<file path="config.mk">
export PLATFORM = sky130hd
export DESIGN_NAME = bpf_band_scheduler
export DESIGN_NICKNAME = d
export VERILOG_FILES = /design/src/rtl/bpf_band_scheduler.sv
export SDC_FILE = /design/constraint.sdc
export NUM_CORES = 1
export LEC_CHECK = 0
export CORE_UTILIZATION = 45
export DETAILED_ROUTE_END_ITERATION = 6
export GPL_TIMING_DRIVEN = 0
export PLACE_DENSITY_LB_ADDON = 0.2
export SLEW_MARGIN = 5
export SYNTH_ARGS = -nofsm -noshare
export SYNTH_HDL_FRONTEND = slang
export SYNTH_SLANG_ARGS = --single-unit
</file>
<file path="constraint.sdc">
create_clock -name clk -period 2.5 [get_ports clk]
set_clock_uncertainty 0.1 [all_clocks]
set_input_delay 0.375 -clock clk [delete_from_list [all_inputs] [get_ports clk]]
set_output_delay 0.375 -clock clk [all_outputs]
set_load 0.02 [all_outputs]
</file>
<file path="src/rtl/bpf_band_scheduler.sv">
// -----------------------------------------------------------------------------
// bpf_band_scheduler
//
// Purpose:
//   Time-multiplexes one shared band-pass IIR engine across NUM_BANDS filter
//   bands. On each synchronized rising edge of the audio sample clock it
//   latches the left-channel sample. It then launches the engine once per
//   band and stores each band's low-passed magnitude into a packed power
//   vector for the spectrum visualizer.
//
// Parameters:
//   NUM_BANDS   bands sequenced per sample (1..8)
//   TIMEOUT     max WAIT cycles per band before the band is abandoned (1..255)
//
// Ports:
//   clk          in   system clock, rising edge
//   reset        in   asynchronous active-low reset
//   aud_clk      in   audio sample clock, asynchronous to clk
//   enable       in   1 = accept new samples
//   iAud_L       in   signed 16-bit left-channel sample
//   eng_start    out  single-cycle engine launch pulse
//   eng_band     out  band index for the engine, valid with eng_start
//   eng_sample   out  latched sample presented to the engine
//   eng_done     in   engine completion pulse
//   eng_mag      in   engine low-passed magnitude, valid with eng_done
//   power        out  packed band powers, band k at [11k+10:11k]
//   frame_valid  out  one-cycle pulse after all bands are updated
//   busy         out  FSM not idle
//   overrun      out  sticky: a sample edge arrived while busy
//   timeout_err  out  sticky: a band timed out waiting for eng_done
// -----------------------------------------------------------------------------
module bpf_band_scheduler #(
  parameter int NUM_BANDS = 6,
  parameter int TIMEOUT   = 255
) (
  input  logic                     clk,
  input  logic                     reset,
  input  logic                     aud_clk,
  input  logic                     enable,
  input  logic [15:0]              iAud_L,
  output logic                     eng_start,
  output logic [2:0]               eng_band,
  output logic [15:0]              eng_sample,
  input  logic                     eng_done,
  input  logic [26:0]              eng_mag,
  output logic [11*NUM_BANDS-1:0]  power,
  output logic                     frame_valid,
  output logic                     busy,
  output logic                     overrun,
  output logic                     timeout_err
);

  typedef enum logic [1:0] {
    S_IDLE   = 2'd0,
    S_LAUNCH = 2'd1,
    S_WAIT   = 2'd2
  } state_t;

  state_t      r_state;
  logic        r_sync1;
  logic        r_sync2;
  logic        r_sync_prev;
  logic [2:0]  r_band;
  logic [7:0]  r_wait_cnt;
  logic        r_eng_start;
  logic [2:0]  r_eng_band;
  logic [15:0] r_eng_sample;
  logic        r_frame_valid;
  logic        r_overrun;
  logic        r_timeout_err;

  logic        w_edge;
  logic        w_timeout;
  logic        w_advance;
  logic        w_last;
  logic [10:0] w_wr_data;
  logic        w_unused_mag;

  genvar gi;

  // Edge cycle: synchronized level is 1 and was 0 the cycle before.
  assign w_edge = r_sync2 & ~r_sync_prev;

  // The timeout fires on the TIMEOUT-th WAIT cycle; a done in the same cycle
  // takes priority so that a late-but-valid result is still stored.
  assign w_timeout = (r_state == S_WAIT) && !eng_done &&
                     ((r_wait_cnt + 8'd1) == 8'(TIMEOUT));
  assign w_advance = (r_state == S_WAIT) && (eng_done || w_timeout);
  assign w_last    = (r_band == 3'(NUM_BANDS - 1));
  assign w_wr_data = eng_done ? eng_mag[22:12] : 11'd0;

  // Only eng_mag[22:12] carries the displayed power.
  assign w_unused_mag = ^{eng_mag[26:23], eng_mag[11:0]};

  // Two-flop synchronizer plus a delayed copy for edge detection.
  always_ff @(posedge clk or negedge reset) begin
    if (!reset) begin
      r_sync1     <= 1'b0;
      r_sync2     <= 1'b0;
      r_sync_prev <= 1'b0;
    end else begin
      r_sync1     <= aud_clk;
      r_sync2     <= r_sync1;
      r_sync_prev <= r_sync2;
    end
  end

  // Sequencer FSM with registered outputs. eng_start is raised on the
  // transition into LAUNCH so it is high exactly during the LAUNCH cycle.
  always_ff @(posedge clk or negedge reset) begin
    if (!reset) begin
      r_state       <= S_IDLE;
      r_band        <= 3'd0;
      r_wait_cnt    <= 8'd0;
      r_eng_start   <= 1'b0;
      r_eng_band    <= 3'd0;
      r_eng_sample  <= 16'd0;
      r_frame_valid <= 1'b0;
      r_overrun     <= 1'b0;
      r_timeout_err <= 1'b0;
    end else begin
      r_eng_start   <= 1'b0;
      r_frame_valid <= 1'b0;

      // A sample arriving mid-frame is dropped; the frame carries on.
      if (w_edge && (r_state != S_IDLE)) begin
        r_overrun <= 1'b1;
      end

      case (r_state)
        S_IDLE: begin
          if (w_edge && enable) begin
            r_eng_sample <= iAud_L;
            r_band       <= 3'd0;
            r_eng_band   <= 3'd0;
            r_eng_start  <= 1'b1;
            r_state      <= S_LAUNCH;
          end
        end

        S_LAUNCH: begin
          r_wait_cnt <= 8'd0;
          r_state    <= S_WAIT;
        end

        S_WAIT: begin
          if (w_advance) begin
            if (!eng_done) begin
              r_timeout_err <= 1'b1;
            end
            if (w_last) begin
              r_frame_valid <= 1'b1;
              r_state       <= S_IDLE;
            end else begin
              r_band      <= r_band + 3'd1;
              r_eng_band  <= r_band + 3'd1;
              r_eng_start <= 1'b1;
              r_state     <= S_LAUNCH;
            end
          end else begin
            r_wait_cnt <= r_wait_cnt + 8'd1;
          end
        end

        default: begin
          r_state <= S_IDLE;
        end
      endcase
    end
  end

  // One power register per band; only the slot of the active band is
  // written, every other slot holds.
  generate
    for (gi = 0; gi < NUM_BANDS; gi++) begin : g_slot
      logic [10:0] r_slot;

      always_ff @(posedge clk or negedge reset) begin
        if (!reset) begin
          r_slot <= 11'd0;
        end else if (w_advance && (r_band == 3'(gi))) begin
          r_slot <= w_wr_data;
        end
      end

      assign power[11*gi +: 11] = r_slot;
    end
  endgenerate

  assign eng_start   = r_eng_start;
  assign eng_band    = r_eng_band;
  assign eng_sample  = r_eng_sample;
  assign frame_valid = r_frame_valid;
  assign busy        = (r_state != S_IDLE);
  assign overrun     = r_overrun;
  assign timeout_err = r_timeout_err;

endmodule

</file>
# ---- After elaboration in Yosys (flattened, before gate mapping)
# Index checks and enable logic that the tools add are counted.
dict set report classes {
  addsub 2
  n_eq_ne 12
  mux 18
  bitwise_logic 3
  n_reduce_logical 23
}
# cell n
set op_table {}
lappend op_table {{8-bit case mux with 2 select lines} 1}
lappend op_table {{1-bit logical AND} 11}
lappend op_table {{11-bit 2-to-1 mux} 1}
lappend op_table {{3-bit 2-to-1 mux} 3}
lappend op_table {{8-bit by 1-bit adder with 8-bit output, second input constant} 1}
lappend op_table {{8-bit equality test, second input constant} 1}
lappend op_table {{8-bit 2-to-1 mux} 1}
lappend op_table {{2-bit inequality test, second input constant} 4}
lappend op_table {{1-bit 2-to-1 mux} 7}
lappend op_table {{3-bit by 2-bit equality test with 1-bit output, second input constant} 2}
lappend op_table {{3-bit equality test, second input constant} 2}
lappend op_table {{2-bit case mux with 3 select lines} 1}
lappend op_table {{3-bit case mux with 2 select lines} 1}
lappend op_table {{2-bit AND reduction} 3}
lappend op_table {{2-bit nonzero test} 3}
lappend op_table {{2-bit 2-to-1 mux} 2}
lappend op_table {{4-bit AND reduction} 1}
lappend op_table {{3-bit by 1-bit adder with 3-bit output, second input constant} 1}
lappend op_table {{3-bit by 1-bit equality test with 1-bit output, second input constant} 1}
lappend op_table {{3-bit logical NOT} 1}
lappend op_table {{3-bit AND reduction} 1}
lappend op_table {{2-bit by 1-bit equality test with 1-bit output, second input constant} 1}
lappend op_table {{2-bit equality test, second input constant} 1}
lappend op_table {{2-bit logical NOT} 1}
lappend op_table {{5 further kinds} 6}
dict set report totals {
  reg_bits 102
  inputBits 48
  out_inout_bits 90
  word_cells 75
}

# ---- Depth between registers and ports, before layout
# Gate-level depths: netlist of the first run.
dict set report logic_depth {
  word_depth 7
  depth_mapped 9
  depth_no_buf 8
}

# ---- Least setup slack after synthesis of the first run
# OpenSTA, ideal clock, no wires.
dict set report synth_timing {
  path_type {register to register}
  startpoint {reg r_wait_cnt[1]}
  endpoint {reg g_slot[5].r_slot[1]}
  t_arrival_ps 1675
  slack_ps 595
  path_stages_with_launch 9
  n_path_buf 1
  cell_sequence {dfrtp_1 > ha_1 > nand2_1 > o31a_1 > o22ai_2 > a21o_4 > nand3_2 > buf_6 > o2bb2ai_1}
}
dict set report synth_via {
  elab_chain_cells 6
}
# element line_no
set synth_rtl {}
lappend synth_rtl {{start: declaration} 64} ;# logic [7:0] r_wait_cnt;
lappend synth_rtl {{start signal: assignment} 161} ;# r_wait_cnt <= r_wait_cnt + 8'd1;
lappend synth_rtl {{8-bit by 1-bit adder with 8-bit output} 87} ;# ((r_wait_cnt + 8'd1) == 8'(TIMEOUT));
lappend synth_rtl {{8-bit equality test} 87}
lappend synth_rtl {{1-bit logical AND} 86} ;# assign w_timeout = (r_state == S_WAIT) && !eng_done &&
lappend synth_rtl {{1-bit logical OR} 88} ;# assign w_advance = (r_state == S_WAIT) && (eng_done || w_timeout);
lappend synth_rtl {{1-bit logical AND} 88}
lappend synth_rtl {{1-bit logical AND} 181} ;# end else if (w_advance && (r_band == 3'(gi))) begin
lappend synth_rtl {{end signal: assignment} 182} ;# r_slot <= w_wr_data;
lappend synth_rtl {{end: declaration} 176} ;# logic [10:0] r_slot;
# No other way between the ends.
# A chain may end at the register's enable or synchronous reset.

# ---- Worst setup path after layout of the first run
dict set report layout_timing {
  startpoint {reg r_state[1]}
  endpoint {out busy}
}
dict set report layout_via {
  elab_chain_cells 1
}
# element line_no
set layout_rtl {}
lappend layout_rtl {{start: declaration} 59} ;# state_t r_state;
lappend layout_rtl {{start signal: assignment} 112} ;# r_state <= S_IDLE;
lappend layout_rtl {{start signal: assignment} 137} ;# r_state <= S_LAUNCH;
lappend layout_rtl {{start signal: assignment} 143} ;# r_state <= S_WAIT;
lappend layout_rtl {{2-bit nonzero test} 194} ;# assign busy = (r_state != S_IDLE);
lappend layout_rtl {{end: declaration} 48} ;# output logic busy,
# No other way between the ends.

==> results.txt, run 1 <==
----------------------------------------------------
[Run status]
  Run status ... complete, but fails checks
  Failing checks ... design-rule violations

[Clock tree]
  Maximum clock insertion buffer count ... 2
  Clock tree root buffer cell ... sky130_fd_sc_hd__clkbuf_8
  Clock edge transition at the registers on the reported setup and hold paths ... 90 ps
  Clock Sink Count ... 102
  Cells resized by post-CTS repair ... 0
  Clock tree from TritonCTS ... built
  Clock buffer count from CTS ... 9
  Latest clock arrival within the worst-skew pair ... 360 ps
  # H-tree levels ... 3

[Yosys]
  Mux cell area share after synthesis ... 4.84%
  Adder-cell area share of the yosys netlist ... 2.12%
  Post-synthesis xor/xnor area fraction ... 0%
  Compound-cell area share of the yosys netlist ... 19.8%
  Most used DFF post-synth ... sky130_fd_sc_hd__dfrtp_1
  Number of synthesis warnings ... 0
  Distinct cell type count of the synthesized netlist ... 44
  Post-Syn Area per Cell ... 13.1 sq um
  Number of synthesized flops with an enable pin ... 0
  Simple-gate share of the synthesized area ... 7.71%
  FF+latch count, synth ... 102
  Largest family of logic cells by synthesized area ... compound AO/OA/AOI/OAI gates
  Cell area after synthesis ... 0.00414 sq mm
  Net count after synthesis ... 370
  Yosys top cell by area ... sky130_fd_sc_hd__dfrtp_1
  Area share of the largest cell type after synthesis ... 61.7%
  Fraction of the yosys area taken by sequential cells ... 61.7%
  Post-synthesis async set-or-reset flop share ... 100%
  Cell types with the largest area share after synthesis ... sky130_fd_sc_hd__dfrtp_1, sky130_fd_sc_hd__o2bb2ai_1, sky130_fd_sc_hd__mux2_2
  Dominant cell by count in the synthesized netlist ... sky130_fd_sc_hd__dfrtp_1
  List of most frequent post-synthesis cells ... sky130_fd_sc_hd__dfrtp_1, sky130_fd_sc_hd__o2bb2ai_1, sky130_fd_sc_hd__nand2_1
  Gate count of the mapped netlist ... 315

[Floorplanning]
  Overall die area ... 0.00958 sq mm
  Die extent in x ... 97.9 um
  # IOs ... 138
  Core ar. ... 0.00881 sq mm
  Standard-cell rows ... 34
  Floorplan die height ... 97.9 um
  Starting utilization of the core area ... 47.0%

[Run]
  Maximum Capacitance Violations ... 0

[Hold path]
  Terminating pin of the worst hold path ... r_sync2$_DFF_PN0_
  Worst hold stages ... 0
  Worst hold-check path type ... flop to flop
  Startpoint of the worst hold path ... r_sync1$_DFF_PN0_

[GRT]
  Pin count of the biggest net entering global routing ... 57
  Total GRT Usage ... 21.8%
  Number of global-route vias before repair ... 3,125
  First-pass GRT wire length ... 16.5 mm
  Initial antenna violation count ... 0
  Remaining global-route overflow ... 0

[STA]
  Final period demand of the worst path ... 2240 ps
  Setup violators final ... 0
  Maximum achievable frequency ... 447 MHz
  Worst slew margin ... 58.8%
  Number of endpoints with negative hold slack in the final report ... 0
  Slew Viols, Final ... 0
  Part of the cycle the worst path needs ... 89.6%
  RSZ-0062 raised after global routing ... no
  Worst Max-Slew Pin Slew ... 618 ps

[Routing]
  1st-pass router iterations ... 7
  Drc violations ... 10
  Iteration-0 DRC count of the detailed router ... 83
  Via density per instance ... 5.44
  Detailed-route wire length per cell ... 17.4 um
  Detailed Route WL ... 9.76 mm
  Via count of the routed design ... 3,055
  Post-detailed-route count of antenna-violating nets ... 0

[Cells and area]
  Area Overhead vs Synth ... 38.1%
  Antenna cells ... 0
  Utilization after layout ... 64.9%
  Filler Cell Count ... 706
  Fin nets ... 504
  Share of cells above drive strength 1 ... 11.7%

[Setup path]
  Buf/Inv on CP ... 2
  Cell class contributing the biggest share of worst-path delay ... buffers and inverters
  Reg-to-reg setup timing slack ... 340 ps
  Depth of the worst register-to-register path ... 7
  WS Path Type ... flop to primary output
  Largest incremental delay on the critical path ... 550 ps
  Worst flop-to-flop path endpoint ... eng_band[1]$_DFFE_PN0P_
  Critical path data required time ... 2030 ps
  Largest fanout on the critical path ... 7
  Startpoint Class ... flop
  R2r startpoint ... r_wait_cnt[0]$_DFFE_PN0P_
  Standard cell with the maximum stage delay on the critical path ... sky130_fd_sc_hd__clkdlybuf4s50_1
  Kind of capture point of the worst setup path ... primary output
  Arrival @ worst endpoint ... 1760 ps
  Cell-by-cell listing of the critical path ... nor2_1 > inv_1 > clkdlybuf4s50_1

[Power and ir drop]
  Power per Cell Area ... 1200 mW/mm^2
  Peak supply drop ... 0.000702 V
  Reported leakage power ... 2.42 nW
  Final total power ... 0.00683 W

[Place]
  Final RePlAce weighted congestion ... 0.831
  Number of buffers added on ports ... 121
  Placed wire-length estimate after detailed placement ... 7.15 mm

----------------------------------------------------
-- through the flow --
step / hold WS, ps / instance area, sq um / instances / setup TNS (ps) / setup slack [ps]
2_1_floorplan: -20.6 / 4140 / 315 / 0 / 595
3_3_place_gp: 236 / 5480 / 544 / -283610 / -2790
3_5_place_dp: 243 / 5510 / 545 / 0 / 260
4_1_cts: 266 / 5710 / 562 / 0 / 266
5_1_grt: 277 / 5710 / 562 / 0 / 168
6_report: 267 / 5710 / 562 / 0 / 261
-- logic make-up (layout without fill, tap and decap cells) --
logic type               count (synthesis)  in the layout
buffers and inverters                   29            168
adder cells (fa/ha/maj)                  7              7
flip-flops                             102            102
AND/OR/NAND/NOR                         60             60
multiplexers                            18             18
AO/OA/AOI/OAI                           99             99
-- sequential cells by signal, indices dropped and copies added (netlist names) --
name / count
g_slot.r_slot: 66
eng_sample: 16
r_wait_cnt: 8
eng_band: 3
r_state: 2
eng_start: 1
frame_valid: 1
overrun: 1
r_sync1: 1
r_sync2: 1
r_sync_prev: 1
timeout_err: 1
-- worst max path at each step --
stage,cells past startpoint,end,from
6_report,3,busy,r_state[1]$_DFFE_PN0P_
5_1_grt,3,busy,r_state[1]$_DFFE_PN0P_
4_1_cts,3,busy,r_state[1]$_DFFE_PN0P_
3_5_place_dp,5,g_slot[0].r_slot[8]$_DFFE_PN0P_,eng_done
3_3_place_gp,1,g_slot[4].r_slot[1]$_DFFE_PN0P_,reset
2_1_floorplan,8,g_slot[5].r_slot[1]$_DFFE_PN0P_,r_wait_cnt[1]$_DFFE_PN0P_
-- worst register-to-register path, delay by kind of cell, from the launching register on --
kind	cells	cell delay (ps)
DFF	1	500
and+or+nand+nor	2	250
AOI/OAI and AO/OA	4	900
adders and majority gates	1	310
-- timing repair --
| item | in CTS | in global routing |
|---|---|---|
| hold endpoints to repair | 46 | 0 |
| hold buffers | 1 | 0 |
| buffers inserted | 0 | 0 |
-- report_power, final --
part,switching (W),internal [W]
combinational,0.00160,0.00157
clock,0.000621,0.000393
sequential,0.000394,0.00225
-- metal layers --
| layer | up-vias | routed length (um) | global-route usage [%] |
|---|---|---|---|
| li1 | 1445 | - | - |
| met1 | 1511 | 4590 | 30.6 |
| met2 | 88 | 4320 | 32.8 |
| met3 | 11 | 711 | 5.87 |
| met4 | 0 | 146 | 7.34 |
| met5 | - | 0 | 0 |
-- cell type report --
type                            count  area (sq um)  share of cell area, %
Buffer                             18           115                   2.01
Clock buffer                        9           124                   2.17
Clock inverter                      7          72.6                   1.27
Inverter                           11          41.3                  0.723
Multi-Input combinational cell    184          1430                   25.0
Sequential cell                   102          2550                   44.7
Tap cell                          108           135                   2.36
Timing Repair Buffer              123          1250                   21.8
-- cell usage in the layout, fill, tap and decap left out, types with 2 or more instances in the layout --
master	count
sky130_fd_sc_hd__a21o_1	2
sky130_fd_sc_hd__nand2_1	26
sky130_fd_sc_hd__ha_1	7
sky130_fd_sc_hd__a21oi_1	4
sky130_fd_sc_hd__clkdlybuf4s50_1	120
sky130_fd_sc_hd__clkbuf_1	9
sky130_fd_sc_hd__nor2_1	6
sky130_fd_sc_hd__mux2_2	16
sky130_fd_sc_hd__nand3_1	3
sky130_fd_sc_hd__o311ai_0	3
sky130_fd_sc_hd__inv_1	10
sky130_fd_sc_hd__o211ai_1	4
sky130_fd_sc_hd__clkbuf_8	9
sky130_fd_sc_hd__inv_8	2
sky130_fd_sc_hd__a22o_1	13
sky130_fd_sc_hd__inv_6	2
sky130_fd_sc_hd__o21ai_0	7
sky130_fd_sc_hd__nand2b_1	2
sky130_fd_sc_hd__mux2i_1	2
sky130_fd_sc_hd__o2bb2ai_1	55
sky130_fd_sc_hd__nand3_2	5
sky130_fd_sc_hd__buf_6	6
sky130_fd_sc_hd__nor3_1	3
sky130_fd_sc_hd__nand4_1	2
sky130_fd_sc_hd__and3_1	3
sky130_fd_sc_hd__nand4b_1	3
sky130_fd_sc_hd__dfrtp_1	102
sky130_fd_sc_hd__buf_2	2
Note: power is estimated with default switching activity, not from simulation.
==> run 2, diff against run 1 <==
--- a/config.mk
+++ b/config.mk
@@ -5,7 +5,7 @@
 export SDC_FILE = /design/constraint.sdc
 export NUM_CORES = 1
 export LEC_CHECK = 0
-export CORE_UTILIZATION = 45
+export CORE_UTILIZATION = 41
 export DETAILED_ROUTE_END_ITERATION = 6
 export GPL_TIMING_DRIVEN = 0
 export PLACE_DENSITY_LB_ADDON = 0.2
==> constraint.sdc (replaced) <==
create_clock -name clk -period 2 [get_ports clk]
set_clock_uncertainty 0.1 [all_clocks]
set_input_delay 0.3 -clock clk [delete_from_list [all_inputs] [get_ports clk]]
set_output_delay 0.3 -clock clk [all_outputs]
set_load 0.02 [all_outputs]
==> run 2 against run 1 <==
  * The run ends with negative setup slack left
  * Clock-buffer cell count rose by 1
  * Die area rose by 9.6%
  * Via count rose by 4.6%
  * Sequential power rose by 25%
  * Clock power rose by 30%
  * Non-clock buffer count rose by 8
  * Largest power group unchanged
  * Design area rose by 4.2%
  * Core utilization fell by 4.0 points
  * Combinational power rose by 31%
  * Worst hold slack improved by 7.8 ps
  * Sequential share of layout area fell by 1.7 points
  * Sequential cell count did not move
==> results.txt, run 2 (synthesis gave the netlist of run 1 again) <==
----------------------------------------------------
[Run status]
  Run status ... complete, but fails checks
  Failing checks ... negative setup slack

[Routing]
  Drc violations ... 0 (-10)
  Post-detailed-route count of antenna-violating nets ... 0 (unchanged)
  1st-pass router iterations ... 4 (-3)
  Iteration-0 DRC count of the detailed router ... 95 (+14%)
  Via density per instance ... 5.36 (-1.3%)
  Detailed-route wire length per cell ... 17.7 um (+1.7%)
  Via count of the routed design ... 3,197 (+4.6%)
  Detailed Route WL ... 10.5 mm (+7.9%)

[Floorplanning]
  Floorplan die height ... 102 um (+4.7%)
  Overall die area ... 0.0105 sq mm (+9.6%)
  Core ar. ... 0.00977 sq mm (+11%)
  Starting utilization of the core area ... 42.3% (-4.7 points)
  Standard-cell rows ... 36 (+5.9%)
  Die extent in x ... 102 um (+4.7%)
  # IOs ... 138 (unchanged)

[Setup path]
  Worst flop-to-flop path endpoint ... g_slot[0].r_slot[4]$_DFFE_PN0P_
  Cell class contributing the biggest share of worst-path delay ... compound AO/OA/AOI/OAI gates
  Cell count along the critical path ... 7 (+4)
  Beginning of the critical path ... r_wait_cnt[1]$_DFFE_PN0P_
  Critical path data required time ... 2140 ps (+110 ps)
  Reg-to-reg setup timing slack ... -9 ps (-350 ps)
  Startpoint Class ... flop
  Buf/Inv on CP ... 1 (-1)
  Largest incremental delay on the critical path ... 470 ps (-80 ps)
  Standard cell with the maximum stage delay on the critical path ... sky130_fd_sc_hd__dfrtp_2
  WS Path Type ... flop to flop
  R2r startpoint ... r_wait_cnt[1]$_DFFE_PN0P_
  Last element of the critical path ... g_slot[0].r_slot[4]$_DFFE_PN0P_
  Depth of the worst register-to-register path ... 7 (unchanged)
  Largest fanout on the critical path ... 10 (+3)
  Kind of capture point of the worst setup path ... flop
  Cell-by-cell listing of the critical path ... and2_4 > o31a_1 > o22ai_2 > a21o_4 > nand3_2 > buf_6 > o2bb2ai_1
  Arrival @ worst endpoint ... 2150 ps (+390 ps)

[Clock tree]
  Clock edge transition at the registers on the reported setup and hold paths ... 100 ps (about the same)
  Clock tree root buffer cell ... sky130_fd_sc_hd__clkbuf_8
  Maximum clock insertion buffer count ... 2 (unchanged)
  Latest clock arrival within the worst-skew pair ... 360 ps (about the same)
  Clock Sink Count ... 102 (unchanged)
  # H-tree levels ... 3 (unchanged)
  Clock tree from TritonCTS ... built
  Clock buffer count from CTS ... 9 (unchanged)

[Cells and area]
  Area Overhead vs Synth ... 44.0%
  Register with the highest flop count ... g_slot.r_slot
  Top library cells by usage in the layout, fill and taps aside ... sky130_fd_sc_hd__clkdlybuf4s50_1, sky130_fd_sc_hd__dfrtp_1, sky130_fd_sc_hd__o2bb2ai_1
  Fin nets ... 513 (+1.8%)
  Fin cells ... 596 (+6.0%)
  Most common cell after layout, fill and taps aside ... sky130_fd_sc_hd__clkdlybuf4s50_1
  Share of cells above drive strength 1 ... 19.0% (+7.3 points)
  Antenna cells ... 0 (unchanged)
  Flip-flop count of the largest register, all copies and words added ... 66 (unchanged)

[Power and ir drop]
  Power per Cell Area ... 1470 mW/mm^2 (+23%)
  Reported leakage power ... 2.49 nW (+3.0%)
  Peak supply drop ... 0.000815 V (+16%)

[STA]
  Worst Max-Slew Pin Slew ... 761 ps (+143 ps)
  Maximum achievable frequency ... 498 MHz
  Number of endpoints with negative hold slack in the final report ... 0 (unchanged)
  RSZ-0062 raised after global routing ... yes
  Fin Hold WS ... 274 ps (+7.84 ps)
  Setup violators final ... 7 (+7)
  Worst setup margin ... -9.48 ps (-270 ps)
  Slew Viols, Final ... 0 (unchanged)
  Final period demand of the worst path ... 2010 ps
  Part of the cycle the worst path needs ... 100%
  Worst slew margin ... 49.3% (-9.5 points)

[GRT]
  First-pass GRT wire length ... 16.0 mm (-2.6%)
  Pin count of the biggest net entering global routing ... 57 (unchanged)
  Total GRT Usage ... 20.1% (-1.6 points)
  Remaining global-route overflow ... 0 (unchanged)
  Number of global-route vias before repair ... 3,085 (-1.3%)
  Initial antenna violation count ... 0 (unchanged)

[Place]
  Instance count after placement with tap cells included ... 570 (+4.6%)
  Placed wire-length estimate after detailed placement ... 7.27 mm (+1.8%)
  Number of buffers added on ports ... 121 (unchanged)
  Final RePlAce weighted congestion ... 0.810 (-2.5%)

[Run]
  Maximum Capacitance Violations ... 0 (unchanged)

[Hold path]
  Worst hold-check path type ... flop to flop

----------------------------------------------------
[run 2: cell types whose count changed in the layout (fill, tap and decap cells not counted), moves of 3 or more]
cell	change
sky130_fd_sc_hd__buf_4	+5
sky130_fd_sc_hd__buf_6	+3
sky130_fd_sc_hd__clkbuf_1	-3
sky130_fd_sc_hd__dfrtp_1	-3
sky130_fd_sc_hd__o2bb2ai_1	-10
sky130_fd_sc_hd__dfrtp_2	+3
sky130_fd_sc_hd__clkbuf_2	+3
sky130_fd_sc_hd__o2bb2ai_2	+10
[run 2: metal layers]
metal / part of all wire, % / vias up / routed length (um) / track usage (%)
li1: - / 1473 / - / -
met3: 7.7 / 10 / 806 / 5.20
met4: 1.2 / 0 / 125 / 6.04
met5: 0 / - / 0 / 0
met2: 45 / 126 / 4700 / 29.9
met1: 47 / 1588 / 4900 / 28.8
[run 2: how the worst min path moves through the flow]
stage / slack [ps] / end / start / depth (start not counted)
2_1_floorplan: -100 / eng_band[0]$_DFFE_PN0P_ / reset / 0
4_1_cts: 280 / r_sync1$_DFF_PN0_ / aud_clk / 1
3_5_place_dp: 250 / r_sync2$_DFF_PN0_ / r_sync1$_DFF_PN0_ / 0
3_3_place_gp: 250 / r_sync2$_DFF_PN0_ / r_sync1$_DFF_PN0_ / 0
5_1_grt: 280 / r_sync1$_DFF_PN0_ / aud_clk / 1
6_report: 270 / r_sync2$_DFF_PN0_ / r_sync1$_DFF_PN0_ / 0
[run 2: where the power goes]
group | switching, W | leakage [nW] | total (W) | internal (W)
Combinational | 0.00208 | 1.07 | 0.00414 | 0.00206
Sequential | 0.000498 | 1.32 | 0.00332 | 0.00282
Clock | 0.000780 | 0.103 | 0.00131 | 0.000525
[run 2: stage by stage]
step / power (W) / worst slack [ps] / setup TNS [ps] / instance area, sq um / utilization (%)
after floorplan: 0.00534 / 95.4 / 0 / 4140 / -
after global placement: 0.00725 / -3300 / -343250 / 5510 / 56.4
after detailed placement: 0.00732 / -192 / -9360 / 5540 / 56.7
after CTS: 0.00869 / -9.49 / -27.6 / 5790 / 59.2
after global routing: 0.00925 / -124 / -5710 / 5950 / 60.9
final: 0.00877 / -9.48 / -40.8 / 5950 / 60.9
[run 2: area by class of cell]
class / instances / area, sq um
buffer: 18 / 119
clock buffer: 10 / 138
clock inverter: 6 / 60.1
fill: 803 / 3820
inverter: 11 / 41.3
multi-input combinational: 185 / 1560
sequential: 102 / 2560
tap: 133 / 166
timing repair buffer: 131 / 1320
[run 2: what timing repair did]
action / in CTS / in global routing
endpoints found under the setup margin: 73 / 69
cloned: 0 / 2
buffers inserted: 5 / 2
hold buffers: 1 / 0
gates resized for setup: 5 / 33
hold endpoints to repair: 55 / 0
pin swaps: 1 / 4
[run 2: worst reg2reg max path, stage by stage (launching register included)]
cell and delay (ps):
sky130_fd_sc_hd__dfrtp_2 470, sky130_fd_sc_hd__and2_4 180, sky130_fd_sc_hd__o31a_1 290, sky130_fd_sc_hd__o22ai_2 240, sky130_fd_sc_hd__a21o_4 220, sky130_fd_sc_hd__nand3_2 110, sky130_fd_sc_hd__buf_6 170, sky130_fd_sc_hd__o2bb2ai_1 120
==> run 3, diff against run 2 <==
--- a/config.mk
+++ b/config.mk
@@ -7,7 +7,6 @@
 export LEC_CHECK = 0
 export CORE_UTILIZATION = 41
 export DETAILED_ROUTE_END_ITERATION = 6
-export GPL_TIMING_DRIVEN = 0
 export PLACE_DENSITY_LB_ADDON = 0.2
 export SLEW_MARGIN = 5
 export SYNTH_ARGS = -nofsm -noshare
==> run 3 against run 2 <==
  * Design area fell by 0.63%
  * The run now ends clean
  * Non-clock buffer count fell by 7
  * Clock-buffer cell count did not move
  * Largest power group unchanged
  * Fmax rose by 1.9%
==> results.txt, run 3 (synthesis gave the netlist of run 1 again) <==
----------------------------------------------------
[STA]
  Final period demand of the worst path ... 1970 ps (-37.5 ps)
  Maximum achievable frequency ... 507 MHz (+1.9%)
  Part of the cycle the worst path needs ... 98.6% (-1.9 points)
  Setup violators final ... 0 (-7)
  Worst slew margin ... 70.1% (+21 points)
  Number of endpoints with negative hold slack in the final report ... 0 (unchanged)
  Sum of negative setup slack ... 0 ps (+40.8 ps)
  Worst Max-Slew Pin Slew ... 447 ps (-314 ps)
  Slew Viols, Final ... 0 (unchanged)
  RSZ-0062 raised after global routing ... yes

[Hold path]
  Worst hold-check path type ... flop to flop

[Power and ir drop]
  Peak supply drop ... 0.000759 V (-7.0%)
  Power per Cell Area ... 1470 mW/mm^2 (-0.38%)
  Final total power ... 0.00868 W (-1.0%)
  Reported leakage power ... 2.48 nW (-0.72%)

[Setup path]
  Arrival @ worst endpoint ... 2120 ps (-30 ps)
  Largest fanout on the critical path ... 12 (+2)
  Critical path data required time ... 2150 ps (about the same)
  Kind of capture point of the worst setup path ... flop
  WS Path Type ... flop to flop
  Reg-to-reg setup timing slack ... 30 ps (+40 ps)
  Startpoint Class ... flop

[GRT]
  Number of global-route vias before repair ... 3,063 (-0.71%)
  Remaining global-route overflow ... 0 (unchanged)
  First-pass GRT wire length ... 15.8 mm (-1.2%)
  Pin count of the biggest net entering global routing ... 33 (-42%)
  Initial antenna violation count ... 0 (unchanged)
  Total GRT Usage ... 19.7% (-0.40 points)

[Routing]
  1st-pass router iterations ... 6 (+2)
  Drc violations ... 0 (unchanged)
  Detailed-route wire length per cell ... 17.4 um (-1.4%)
  Iteration-0 DRC count of the detailed router ... 115 (+21%)
  Via density per instance ... 5.31 (-1.0%)
  Detailed Route WL ... 10.3 mm (-2.2%)
  Post-detailed-route count of antenna-violating nets ... 0 (unchanged)
  Via count of the routed design ... 3,137 (-1.9%)

[Cells and area]
  Fin nets ... 508 (-0.97%)
  Final non-filler cell area ... 0.00592 sq mm (-0.63%)
  Flip-flop count of the largest register, all copies and words added ... 66 (unchanged)
  Seq. cell area ... 0.00256 sq mm (about the same)
  Share of cells above drive strength 1 ... 17.7% (-1.3 points)
  Top library cells by usage in the layout, fill and taps aside ... sky130_fd_sc_hd__clkdlybuf4s50_1, sky130_fd_sc_hd__dfrtp_1, sky130_fd_sc_hd__o2bb2ai_1
  Register with the highest flop count ... g_slot.r_slot
  Area Overhead vs Synth ... 43.0%
  Most common cell after layout, fill and taps aside ... sky130_fd_sc_hd__clkdlybuf4s50_1
  Filler Cell Count ... 835 (+4.0%)
  Antenna cells ... 0 (unchanged)
  Multi-input combinational cell area ... 0.00158 sq mm (+1.5%)

[Floorplanning]
  Overall die area ... 0.0105 sq mm (unchanged)
  Die extent in x ... 102 um (unchanged)
  # IOs ... 138 (unchanged)
  Starting utilization of the core area ... 42.3% (unchanged)
  Standard-cell rows ... 36 (unchanged)
  Floorplan die height ... 102 um (unchanged)
  Core ar. ... 0.00977 sq mm (unchanged)

[Place]
  Final RePlAce weighted congestion ... 0.898 (+11%)
  Cell area after placement ... 0.00554 sq mm (about the same)
  Number of buffers added on ports ... 121 (unchanged)
  Placed wire-length estimate after detailed placement ... 7.41 mm (+1.9%)

[Clock tree]
  Latest clock arrival within the worst-skew pair ... 360 ps (about the same)
  Clock Sink Count ... 102 (unchanged)
  Clock tree from TritonCTS ... built
  # H-tree levels ... 3 (unchanged)
  Clock tree root buffer cell ... sky130_fd_sc_hd__clkbuf_8
  Maximum clock insertion buffer count ... 2 (unchanged)
  Clock edge transition at the registers on the reported setup and hold paths ... 100 ps (about the same)
  Clock buffer count from CTS ... 9 (unchanged)

[Run]
  Maximum Capacitance Violations ... 0 (unchanged)

[Run status]
  Run status ... finished, final reports clean

----------------------------------------------------
## run 3: cell count changes in the layout (fill, tap and decap cells not counted), sizes merged
| cell | previous run | this run |
|---|---|---|
| clkbuf | 19 | 10 |
| clkinv | 2 | 5 |
| inv | 15 | 12 |
| buf | 19 | 21 |
| nand3 | 8 | 10 |
| dlygate4sd2 | 1 | 0 |
| dlymetal6s2s | 0 | 1 |
## run 3: cell type report
type,instances,share of cell area [%]
Sequential cell,102,43.2
Multi-Input combinational cell,187,26.7
Timing Repair Buffer,142,23.5
Tap cell,133,2.81
Clock buffer,10,2.16
Clock inverter,6,0.930
Inverter,11,0.698
## run 3: per-stage QoR
step	setup WS [ps]	std cells	util [%]	hold slack (ps)
after floorplan	95.4	315	-	-95.6
after global placement	-27.8	569	56.7	149
after detailed placement	-76.1	569	56.7	153
after CTS	-70.2	586	58.7	269
after global routing	-73.1	591	60.5	288
final	28.0	591	60.5	271
## run 3: critical path: stages, from the launching register on
cell	delay, ps
sky130_fd_sc_hd__dfrtp_2	460
sky130_fd_sc_hd__and2_4	170
sky130_fd_sc_hd__o31a_1	300
sky130_fd_sc_hd__o22ai_4	190
sky130_fd_sc_hd__buf_4	150
sky130_fd_sc_hd__a21o_4	150
sky130_fd_sc_hd__nand3_4	160
sky130_fd_sc_hd__o2bb2ai_1	190
## run 3: final timing paths
kind	start	end	cells past startpoint
min reg2reg	r_sync1$_DFF_PN0_	r_sync2$_DFF_PN0_	0
min	r_sync1$_DFF_PN0_	r_sync2$_DFF_PN0_	0
max reg2reg	r_wait_cnt[1]$_DFFE_PN0P_	g_slot[5].r_slot[10]$_DFFE_PN0P_	7
min in group asynchronous	reset	r_state[1]$_DFFE_PN0P_	2
max in group asynchronous	reset	g_slot[3].r_slot[10]$_DFFE_PN0P_	3
max	r_wait_cnt[1]$_DFFE_PN0P_	g_slot[5].r_slot[10]$_DFFE_PN0P_	7
## run 3: power by group
group          total (W)  switching (W)  leakage [nW]  internal (W)
Clock            0.00120       0.000727        0.0929      0.000475
Combinational    0.00415        0.00210          1.06       0.00205
Sequential       0.00333       0.000505          1.32       0.00282
## run 3: what timing repair did
item,in CTS,in global routing
pin swaps,0,6
buffers inserted,0,2
setup endpoints to repair,54,77
cloned,0,3
gates resized for setup,0,29
hold endpoints to repair,25,0
hold buffers,1,0
## run 3: layer usage
layer / GRT usage [%] / vias up / wire length (um)
li1: - / 1465 / -
met1: 28.0 / 1554 / 4840
met2: 29.1 / 105 / 4630
met3: 5.06 / 13 / 649
met4: 7.14 / 0 / 169
met5: 0 / - / 0
